$ cat src/rtl/ggt_sequencer.sv
// Batch sequencer for ggt_top: fetches operand pairs from a ROM, launches each gcd computation
// and writes the results to the result memory, with zero-operand bypass and a hang timeout.
module ggt_sequencer #(
   parameter int unsigned N_PAIRS     = 16,
   parameter int unsigned ADDR_W      = 8,
   parameter int unsigned TIMEOUT_CYC = 65535
) (
   input  logic              clk,
   input  logic              rst_i,
   input  logic              run_i,
   output logic [ADDR_W-1:0] op_addr_o,
   input  logic [31:0]       op_data_i,
   output logic [15:0]       zahl1_o,
   output logic [15:0]       zahl2_o,
   output logic              ggt_start_o,
   input  logic              ggt_valid_i,
   input  logic [15:0]       ggt_ergebnis_i,
   output logic [ADDR_W-1:0] res_addr_o,
   output logic [15:0]       res_data_o,
   output logic              res_wren_o,
   output logic              busy_o,
   output logic              done_o,
   output logic              error_o,
   output logic [ADDR_W:0]   count_o
);

   localparam int unsigned       CntW     = ADDR_W + 1;
   localparam logic [ADDR_W-1:0] LastIdx  = ADDR_W'(N_PAIRS - 1);
   localparam logic [CntW-1:0]   CountMax = CntW'(N_PAIRS);
   localparam logic [16:0]       WaitLast = 17'(TIMEOUT_CYC - 1);

   typedef enum logic [2:0] {
      StIdle, StFetch, StLoad, StStart, StWait, StStore, StDone
   } state_e;

   state_e            state_q;
   logic [ADDR_W-1:0] idx_q;
   logic [ADDR_W-1:0] op_addr_q;
   logic [15:0]       zahl1_q, zahl2_q;
   logic              start_q;
   logic [ADDR_W-1:0] res_addr_q;
   logic [15:0]       res_data_q;
   logic              res_wren_q;
   logic              busy_q, done_q, error_q;
   logic [CntW-1:0]   count_q;
   logic [16:0]       wait_cnt_q;

   logic op_zero, valid_hit, timeout_hit;

   assign op_zero     = (op_data_i[31:16] == 16'd0) || (op_data_i[15:0] == 16'd0);
   // A zero count marks the first WAIT cycle, where valid may still be left over.
   assign valid_hit   = ggt_valid_i && (wait_cnt_q != 17'd0);
   assign timeout_hit = (wait_cnt_q == WaitLast);

   always_ff @(posedge clk or posedge rst_i) begin
      if (rst_i) begin
         state_q    <= StIdle;
         idx_q      <= '0;
         op_addr_q  <= '0;
         zahl1_q    <= '0;
         zahl2_q    <= '0;
         start_q    <= 1'b0;
         res_addr_q <= '0;
         res_data_q <= '0;
         res_wren_q <= 1'b0;
         busy_q     <= 1'b0;
         done_q     <= 1'b0;
         error_q    <= 1'b0;
         count_q    <= '0;
         wait_cnt_q <= '0;
      end else begin
         start_q    <= 1'b0;
         res_wren_q <= 1'b0;
         unique case (state_q)
            StIdle, StDone: begin
               if (run_i) begin
                  idx_q     <= '0;
                  op_addr_q <= '0;
                  count_q   <= '0;
                  error_q   <= 1'b0;
                  done_q    <= 1'b0;
                  busy_q    <= 1'b1;
                  state_q   <= StFetch;
               end
            end
            StFetch: state_q <= StLoad;
            StLoad: begin
               zahl1_q <= op_data_i[31:16];
               zahl2_q <= op_data_i[15:0];
               if (op_zero) begin
                  res_wren_q <= 1'b1;
                  res_addr_q <= idx_q;
                  res_data_q <= op_data_i[31:16] | op_data_i[15:0];
                  state_q    <= StStore;
               end else begin
                  start_q <= 1'b1;
                  state_q <= StStart;
               end
            end
            StStart: begin
               wait_cnt_q <= '0;
               state_q    <= StWait;
            end
            StWait: begin
               wait_cnt_q <= wait_cnt_q + 17'd1;
               if (valid_hit) begin
                  res_wren_q <= 1'b1;
                  res_addr_q <= idx_q;
                  res_data_q <= ggt_ergebnis_i;
                  state_q    <= StStore;
               end else if (timeout_hit) begin
                  res_wren_q <= 1'b1;
                  res_addr_q <= idx_q;
                  res_data_q <= 16'h0000;
                  error_q    <= 1'b1;
                  state_q    <= StStore;
               end
            end
            StStore: begin
               if (count_q != CountMax) begin
                  count_q <= count_q + 1'b1;
               end
               if (idx_q == LastIdx) begin
                  busy_q  <= 1'b0;
                  done_q  <= 1'b1;
                  state_q <= StDone;
               end else begin
                  idx_q     <= idx_q + 1'b1;
                  op_addr_q <= idx_q + 1'b1;
                  state_q   <= StFetch;
               end
            end
            default: state_q <= StIdle;
         endcase
      end
   end

   assign op_addr_o   = op_addr_q;
   assign zahl1_o     = zahl1_q;
   assign zahl2_o     = zahl2_q;
   assign ggt_start_o = start_q;
   assign res_addr_o  = res_addr_q;
   assign res_data_o  = res_data_q;
   assign res_wren_o  = res_wren_q;
   assign busy_o      = busy_q;
   assign done_o      = done_q;
   assign error_o     = error_q;
   assign count_o     = count_q;

endmodule

$ cat config.mk
export PLATFORM = sky130hd
export DESIGN_NAME = ggt_sequencer
export DESIGN_NICKNAME = d
export VERILOG_FILES = /design/src/rtl/ggt_sequencer.sv
export SDC_FILE = /design/constraint.sdc
export NUM_CORES = 1
export LEC_CHECK = 0
export CAP_MARGIN = 20
export CORE_ASPECT_RATIO = 1.1
export CORE_UTILIZATION = 44
export DETAILED_ROUTE_END_ITERATION = 6
export PLACE_DENSITY = 0.78
export SYNTH_ARGS = -nofsm -noshare
export SYNTH_HDL_FRONTEND = slang
export SYNTH_SLANG_ARGS = --single-unit
$ cat constraint.sdc
create_clock -name clk -period 2.85 [get_ports clk]
set_input_delay 0.285 -clock clk [delete_from_list [all_inputs] [get_ports clk]]
set_output_delay 0.285 -clock clk [all_outputs]
set_load 0.005 [all_outputs]
==> impl_metrics.xml, run 1 <==
<?xml version="1.0" encoding="UTF-8"?>
<metrics>
  <group name="worst_setup_path">
    <metric name="worstPathArrival" unit="ns">2.84</metric>
    <metric name="worstPathMaxFanout" unit="">17</metric>
    <metric name="setup_crit_start_kind" unit="">flop</metric>
    <metric name="path_class" unit="">reg2reg</metric>
    <metric name="slowest_delay" unit="ns">0.46</metric>
    <metric name="timing.critical_path.slowest_stage_cell" unit="">sky130_fd_sc_hd__or4b_4</metric>
    <metric name="timing.critical_path.cells" unit="">inv_1, ha_1, or4b_4, o41ai_4, nand2_2, o221ai_4, buf_12, mux2_2</metric>
    <metric name="cp_data_required_time" unit="ns">3.08</metric>
    <metric name="timing.critical_path.to_type" unit="">flop</metric>
    <metric name="worst_path_dominant_cell_family" unit="">compound AO/OA/AOI/OAI gates</metric>
    <metric name="worstPathBufferInverterCount" unit="">2</metric>
  </group>
  <group name="synthesis">
    <metric name="synth_enable_flop_cells" unit="">0</metric>
    <metric name="synth_top_flop_cell" unit="">sky130_fd_sc_hd__dfrtp_1</metric>
    <metric name="post_synth.cell_area_avg" unit="um^2">11.4</metric>
    <metric name="syn_inst" unit="">425</metric>
    <metric name="yosysWarningCount" unit="">0</metric>
    <metric name="post_synth_instance_area" unit="mm^2">0.00486</metric>
    <metric name="postSynthNetCount" unit="">483</metric>
    <metric name="synth_cell_type_count" unit="">54</metric>
    <metric name="synth_sequential_area_ratio" unit="">0.505</metric>
    <metric name="ys_ff_latch" unit="">98</metric>
    <metric name="synthArstFlopShare" unit="">1.00</metric>
  </group>
  <group name="placed_design">
    <metric name="detailedPlacementHpwl" unit="um">9230</metric>
    <metric name="place.gp.congestion" unit="">0.800</metric>
    <metric name="placed_cells" unit="">691</metric>
    <metric name="placed_cell_area" unit="mm^2">0.00635</metric>
    <metric name="placement.io_buffers" unit="">129</metric>
  </group>
  <group name="timing">
    <metric name="min_period" unit="ns">2.61</metric>
    <metric name="final-hold-violation-count" unit="">0</metric>
    <metric name="clock-skew-final" unit="ns">0.0103</metric>
    <metric name="holdWs" unit="ns">0.413</metric>
    <metric name="setup_total_negative_slack" unit="ns">0</metric>
    <metric name="setup_repair_after_global_routing_missed_its_margin" unit="">false</metric>
    <metric name="timing.fmax" unit="MHz">383</metric>
    <metric name="final-max-slew-violation-count" unit="">0</metric>
    <metric name="finalSetupViolCount" unit="">0</metric>
    <metric name="maxSlewHeadroom" unit="">0.535</metric>
    <metric name="max_slew.worst_pin.slew" unit="ns">0.680</metric>
    <metric name="layout_worst_path_cycle_share" unit="">0.916</metric>
  </group>
  <group name="cts">
    <metric name="holdBufCountCts" unit="">0</metric>
    <metric name="htree_levels" unit="">3</metric>
    <metric name="cts_buffers" unit="">9</metric>
    <metric name="root_buffer" unit="">sky130_fd_sc_hd__clkbuf_16</metric>
    <metric name="clkLatencyLatePin" unit="ns">0.35</metric>
    <metric name="cts_num_sinks" unit="">98</metric>
    <metric name="post-cts-setup-buffer-count" unit="">0</metric>
    <metric name="clk_transition_reported_paths" unit="ns">0.07</metric>
    <metric name="post_cts_resized" unit="">0</metric>
    <metric name="cts_tree" unit="">done</metric>
    <metric name="clock_tree.buffer_depth" unit="">2</metric>
  </group>
  <group name="routing">
    <metric name="drtPass1Iterations" unit="">4</metric>
    <metric name="avgRoutedWirePerCell" unit="um">18.1</metric>
    <metric name="number_of_antenna_violating_nets_in_the_routed_design" unit="">0</metric>
    <metric name="num_vias" unit="">3969</metric>
    <metric name="avgViaCountPerCell" unit="">5.61</metric>
    <metric name="wl" unit="um">12800</metric>
    <metric name="drcViolationCount" unit="">0</metric>
    <metric name="drt-initial-drc-count" unit="">208</metric>
  </group>
  <group name="global_routing">
    <metric name="grt_pass1_vias" unit="">4097</metric>
    <metric name="track_usage" unit="">0.235</metric>
    <metric name="grt_overflow" unit="">0</metric>
    <metric name="maximum_number_of_pins_on_one_net_before_global_route_repair" unit="">57</metric>
    <metric name="global_route_wire_length_before_repair" unit="um">20600</metric>
    <metric name="antenna_found_initial" unit="">0</metric>
  </group>
  <group name="floorplanning">
    <metric name="placement_rows" unit="">39</metric>
    <metric name="initial_utilization" unit="">0.459</metric>
    <metric name="io_pins" unit="">130</metric>
    <metric name="die_area" unit="mm^2">0.0115</metric>
    <metric name="floorplan.die.height" unit="um">112</metric>
    <metric name="core_area" unit="mm^2">0.0106</metric>
    <metric name="chip_width" unit="um">102</metric>
  </group>
  <group name="cells_and_area">
    <metric name="antenna_cells_inserted" unit="">0</metric>
    <metric name="final_layout_size_suffix_gt1_frac" unit="">0.177</metric>
    <metric name="final-instance-count-excl-fill" unit="">708</metric>
    <metric name="final_cell_area" unit="mm^2">0.00667</metric>
    <metric name="areaGrowthSynthToFinish" unit="%">37.3</metric>
    <metric name="mostFrequentLayoutCell" unit="">sky130_fd_sc_hd__clkdlybuf4s50_1</metric>
    <metric name="num-fill-cells" unit="">845</metric>
    <metric name="nNetsFinal" unit="">618</metric>
    <metric name="layout.cells.most_common_list" unit="">129 x sky130_fd_sc_hd__clkdlybuf4s50_1, 98 x sky130_fd_sc_hd__dfrtp_1, 38 x sky130_fd_sc_hd__mux2_2</metric>
  </group>
  <group name="min_path">
    <metric name="min-delay-path-class" unit="">in2async</metric>
  </group>
  <group name="power">
    <metric name="power_leakage" unit="nW">2.79</metric>
    <metric name="finalPower" unit="W">0.00600</metric>
    <metric name="powerDensity" unit="mW/mm^2">899</metric>
    <metric name="worst_ir_drop_vdd" unit="mV">0.577</metric>
  </group>
  <group name="job">
    <metric name="max_cap_violations" unit="">0</metric>
  </group>
  <group name="run_status">
    <metric name="run_status" unit="">finished clean</metric>
  </group>
</metrics>
==> layer usage <==
| layer | vias up | wire, um | track usage |
|---|---|---|---|
| met5 | - | 0 | 0 |
| met4 | 0 | 350 | 0.108 |
| met3 | 28 | 874 | 0.0648 |
| met2 | 131 | 6370 | 0.377 |
| met1 | 1985 | 5200 | 0.292 |
| li1 | 1825 | - | - |
==> stage by stage <==
stage | utilization | setup WS [ns]
after floorplan | - | 0.00293
after global placement | 0.599 | 0.323
after detailed placement | 0.599 | 0.257
after CTS | 0.629 | 0.234
after global routing | 0.630 | 0.120
final | 0.630 | 0.240
==> synth_stat cells (all sizes together) (2+ instances only) <==
| master | n | area (um^2) |
|---|---|---|
| a211oi | 5 | 37.5 |
| a21oi | 9 | 45.0 |
| a31oi | 3 | 18.8 |
| buf | 5 | 53.8 |
| clkbuf | 13 | 48.8 |
| dfrtp | 98 | 2450 |
| ha | 6 | 75.1 |
| inv | 9 | 33.8 |
| mux2 | 57 | 713 |
| mux2i | 11 | 110 |
| nand2 | 33 | 126 |
| nand2b | 7 | 43.8 |
| nand3 | 17 | 85.1 |
| nand4 | 10 | 62.6 |
| nor2 | 37 | 139 |
| nor2b | 5 | 31.3 |
| nor3 | 3 | 15.0 |
| nor3b | 2 | 20.0 |
| nor4 | 11 | 75.1 |
| o211ai | 8 | 60.1 |
| o21ai | 15 | 75.1 |
| o221ai | 2 | 35.0 |
| o2bb2ai | 16 | 140 |
| o31ai | 6 | 45.0 |
| or2 | 6 | 37.5 |
| or3 | 2 | 12.5 |
| or4 | 4 | 33.8 |
| xnor2 | 3 | 26.3 |
| xor2 | 5 | 43.8 |
==> flip-flops by register name (all words and copies together), names as in the netlist, 3 cells and up <==
register	cells
count_o	9
op_addr_o	8
res_addr_o	8
res_data_o	16
state_q	3
wait_cnt_q	17
zahl1_o	16
zahl2_o	16
==> path summary, 6_finish.rpt <==
check	startpoint	to	slack [ns]	cells after the start
hold / removal	rst_i	wait_cnt_q[7]	0.41	2
setup reg to reg	wait_cnt_q[0]	res_data_o[3]	0.24	8
setup / recovery	wait_cnt_q[0]	res_data_o[3]	0.24	8
max in group asynchronous	rst_i	count_o[2]	1.67	3
min in group clk	error_o	error_o	0.48	2
hold reg to reg	error_o	error_o	0.48	2
==> where the power goes <==
part	switching (W)	internal (W)
logic	0.00100	0.00154
registers	0.000324	0.00182
clock network	0.000540	0.000773
total	0.00186	0.00413
==> area by class of cell <==
cell class | count | area (um^2) | area share
Timing Repair Buffer | 142 | 1400 | 0.210
Clock buffer | 10 | 229 | 0.0343
Inverter | 9 | 36.3 | 0.00544
Tap cell | 143 | 179 | 0.0268
Sequential cell | 98 | 2450 | 0.368
Clock inverter | 6 | 90.1 | 0.0135
Multi-Input combinational cell | 300 | 2280 | 0.342
==> kinds of logic (layout without fill, tap and decap cells) <==
kind of cell,Yosys count,in the layout,share of synthesized area
AOI/OAI and AO/OA,74,74,0.115
xor gates and xnor gates,8,8,0.0144
adders and majority gates,6,6,0.0154
buffers and inverters,27,167,0.0281
DFF,98,98,0.505
muxes,68,68,0.169
and+or+nand+nor,144,144,0.153
No activity file was read; power rests on OpenSTA's default activity.
==> run 2: changes to the inputs <==
Settings changed: CORE_MARGIN set to 2.
==> impl_metrics.xml, run 2 (synthesis results as in run 1) <==
<?xml version="1.0" encoding="UTF-8"?>
<metrics>
  <group name="timing">
    <metric name="final.setup.worst_slack" unit="ns">0.252</metric>
    <metric name="min_period" unit="ns">2.60</metric>
    <metric name="final-hold-violation-count" unit="">0</metric>
    <metric name="max_slew.worst_pin.slew" unit="ns">0.601</metric>
    <metric name="finalSetupViolCount" unit="">0</metric>
    <metric name="maxSlewHeadroom" unit="">0.589</metric>
    <metric name="setup_total_negative_slack" unit="ns">0</metric>
    <metric name="clock-skew-final" unit="ns">0.0108</metric>
    <metric name="layout_worst_path_cycle_share" unit="">0.912</metric>
    <metric name="final-max-slew-violation-count" unit="">0</metric>
    <metric name="timing.fmax" unit="MHz">385</metric>
    <metric name="setup_repair_after_global_routing_missed_its_margin" unit="">false</metric>
  </group>
  <group name="cts">
    <metric name="holdBufCountCts" unit="">0</metric>
    <metric name="clock_tree.buffer_depth" unit="">2</metric>
    <metric name="cts_tree" unit="">done</metric>
    <metric name="cts_num_sinks" unit="">98</metric>
    <metric name="cts_buffers" unit="">9</metric>
    <metric name="htree_levels" unit="">3</metric>
    <metric name="root_buffer" unit="">sky130_fd_sc_hd__clkbuf_16</metric>
    <metric name="post_cts_resized" unit="">0</metric>
    <metric name="clk_transition_reported_paths" unit="ns">0.07</metric>
    <metric name="clkLatencyLatePin" unit="ns">0.35</metric>
    <metric name="post-cts-setup-buffer-count" unit="">0</metric>
  </group>
  <group name="power">
    <metric name="powerDensity" unit="mW/mm^2">884</metric>
    <metric name="worst_ir_drop_vdd" unit="mV">0.631</metric>
    <metric name="internal-power" unit="W">0.00404</metric>
    <metric name="switching_share" unit="">0.313</metric>
    <metric name="p_switching" unit="W">0.00184</metric>
    <metric name="power_leakage" unit="nW">2.77</metric>
    <metric name="power_frac_seq" unit="">0.365</metric>
    <metric name="power.share.clock" unit="">0.204</metric>
    <metric name="p_comb_frac" unit="">0.431</metric>
  </group>
  <group name="min_path">
    <metric name="min-delay-path-class" unit="">in2async</metric>
  </group>
  <group name="global_routing">
    <metric name="track_usage" unit="">0.219</metric>
    <metric name="global_route_wire_length_before_repair" unit="um">20600</metric>
    <metric name="grt_overflow" unit="">0</metric>
    <metric name="grt_pass1_vias" unit="">4141</metric>
    <metric name="maximum_number_of_pins_on_one_net_before_global_route_repair" unit="">40</metric>
    <metric name="antenna_found_initial" unit="">0</metric>
  </group>
  <group name="run_status">
    <metric name="run_status" unit="">finished clean</metric>
  </group>
  <group name="floorplanning">
    <metric name="initial_utilization" unit="">0.447</metric>
    <metric name="floorplan.die.height" unit="um">114</metric>
    <metric name="io_pins" unit="">130</metric>
    <metric name="placement_rows" unit="">40</metric>
    <metric name="core_area" unit="mm^2">0.0109</metric>
    <metric name="chip_width" unit="um">104</metric>
    <metric name="die_area" unit="mm^2">0.0119</metric>
  </group>
  <group name="cells_and_area">
    <metric name="largest_register_ff_count" unit="">17</metric>
    <metric name="mostFrequentLayoutCell" unit="">sky130_fd_sc_hd__clkdlybuf4s50_1</metric>
    <metric name="layout.cells.most_common_list" unit="">129 x sky130_fd_sc_hd__clkdlybuf4s50_1, 98 x sky130_fd_sc_hd__dfrtp_1, 38 x sky130_fd_sc_hd__mux2_2</metric>
    <metric name="nNetsFinal" unit="">616</metric>
    <metric name="areaGrowthSynthToFinish" unit="%">36.9</metric>
    <metric name="final_layout_size_suffix_gt1_frac" unit="">0.172</metric>
    <metric name="final_cell_area" unit="mm^2">0.00666</metric>
    <metric name="antenna_cells_inserted" unit="">0</metric>
    <metric name="largest_register" unit="">wait_cnt_q</metric>
  </group>
  <group name="routing">
    <metric name="num_vias" unit="">3903</metric>
    <metric name="drcViolationCount" unit="">0</metric>
    <metric name="wl" unit="um">12400</metric>
    <metric name="wl_met2" unit="um">6170</metric>
    <metric name="drtPass1Iterations" unit="">4</metric>
    <metric name="avgViaCountPerCell" unit="">5.50</metric>
    <metric name="routed.top_layer" unit="">met4</metric>
    <metric name="avgRoutedWirePerCell" unit="um">17.5</metric>
    <metric name="route.met3.wl" unit="um">846</metric>
    <metric name="drt-initial-drc-count" unit="">151</metric>
    <metric name="wirelength_met1" unit="um">5190</metric>
    <metric name="number_of_antenna_violating_nets_in_the_routed_design" unit="">0</metric>
  </group>
  <group name="worst_setup_path">
    <metric name="path_class" unit="">reg2reg</metric>
    <metric name="worstPathMaxFanout" unit="">17</metric>
    <metric name="timing.critical_path.to_type" unit="">flop</metric>
    <metric name="setup_crit_start_kind" unit="">flop</metric>
    <metric name="cp_data_required_time" unit="ns">3.08</metric>
    <metric name="worstPathArrival" unit="ns">2.83</metric>
  </group>
  <group name="placed_design">
    <metric name="pre_cts_ws" unit="ns">0.250</metric>
    <metric name="placed_cell_area" unit="mm^2">0.00636</metric>
    <metric name="detailedPlacementHpwl" unit="um">9240</metric>
    <metric name="placement.io_buffers" unit="">129</metric>
    <metric name="place.gp.congestion" unit="">0.812</metric>
  </group>
  <group name="job">
    <metric name="max_cap_violations" unit="">0</metric>
  </group>
</metrics>
-- run 2: changes by cell type in the layout (fill, tap and decap cells not counted), sizes merged --
| cell | change |
|---|---|
| clkinv | +1 |
| bufinv | -1 |
| inv | -2 |
| buf | -2 |
| clkinvlp | +1 |
| clkbuf | +1 |
-- run 2: path summary, 6_finish.rpt --
check	start	end	slack, ns	depth (start not counted)
setup / recovery	wait_cnt_q[0]	res_data_o[3]	0.25	8
hold / removal	rst_i	res_wren_o	0.34	2
setup reg to reg	wait_cnt_q[0]	res_data_o[3]	0.25	8
hold reg to reg	error_o	error_o	0.49	2
max in group asynchronous	rst_i	wait_cnt_q[6]	1.70	4
min in group clk	error_o	error_o	0.49	2
-- run 2: layout make-up --
type                            count  area (um^2)
Multi-Input combinational cell    300         2280
Sequential cell                    98         2450
Clock buffer                       11          233
Fill cell                         877         4210
Timing Repair Buffer              140         1410
Tap cell                          147          184
Inverter                            9         35.0
Clock inverter                      5         55.1
-- run 2: metrics by stage --
step | total power, W | util | hold slack, ns | instances
2_1_floorplan | 0.00349 | - | 0.437 | 425
3_3_place_gp | 0.00461 | 0.586 | 0.472 | 693
3_5_place_dp | 0.00470 | 0.586 | 0.478 | 693
4_1_cts | 0.00592 | 0.612 | 0.349 | 709
5_1_grt | 0.00623 | 0.613 | 0.398 | 710
6_report | 0.00588 | 0.613 | 0.337 | 710
-- run 2: critical path, stage by stage (launching register included) --
cell and delay (ns):
sky130_fd_sc_hd__dfrtp_1 0.44, sky130_fd_sc_hd__inv_1 0.11, sky130_fd_sc_hd__ha_1 0.14, sky130_fd_sc_hd__or4b_4 0.46, sky130_fd_sc_hd__o41ai_4 0.44, sky130_fd_sc_hd__nand2_2 0.11
sky130_fd_sc_hd__o221ai_4 0.22, sky130_fd_sc_hd__buf_12 0.20, sky130_fd_sc_hd__mux2_2 0.34
-- run 2: power groups by stage --
stage	clock (W)	sequential (W)	combinational, W
3_3_place_gp	0	0.00214	0.00247
2_1_floorplan	0	0.00211	0.00138
3_5_place_dp	0	0.00216	0.00255
6_report	0.00120	0.00215	0.00253
4_1_cts	0.00122	0.00214	0.00255
5_1_grt	0.00129	0.00220	0.00273
-- run 2: per-layer routing --
layer | vias up | GRT usage
met1 | 1958 | 0.263
li1 | 1827 | -
met3 | 15 | 0.0842
met5 | - | 0
met2 | 103 | 0.366
met4 | 0 | 0.0694
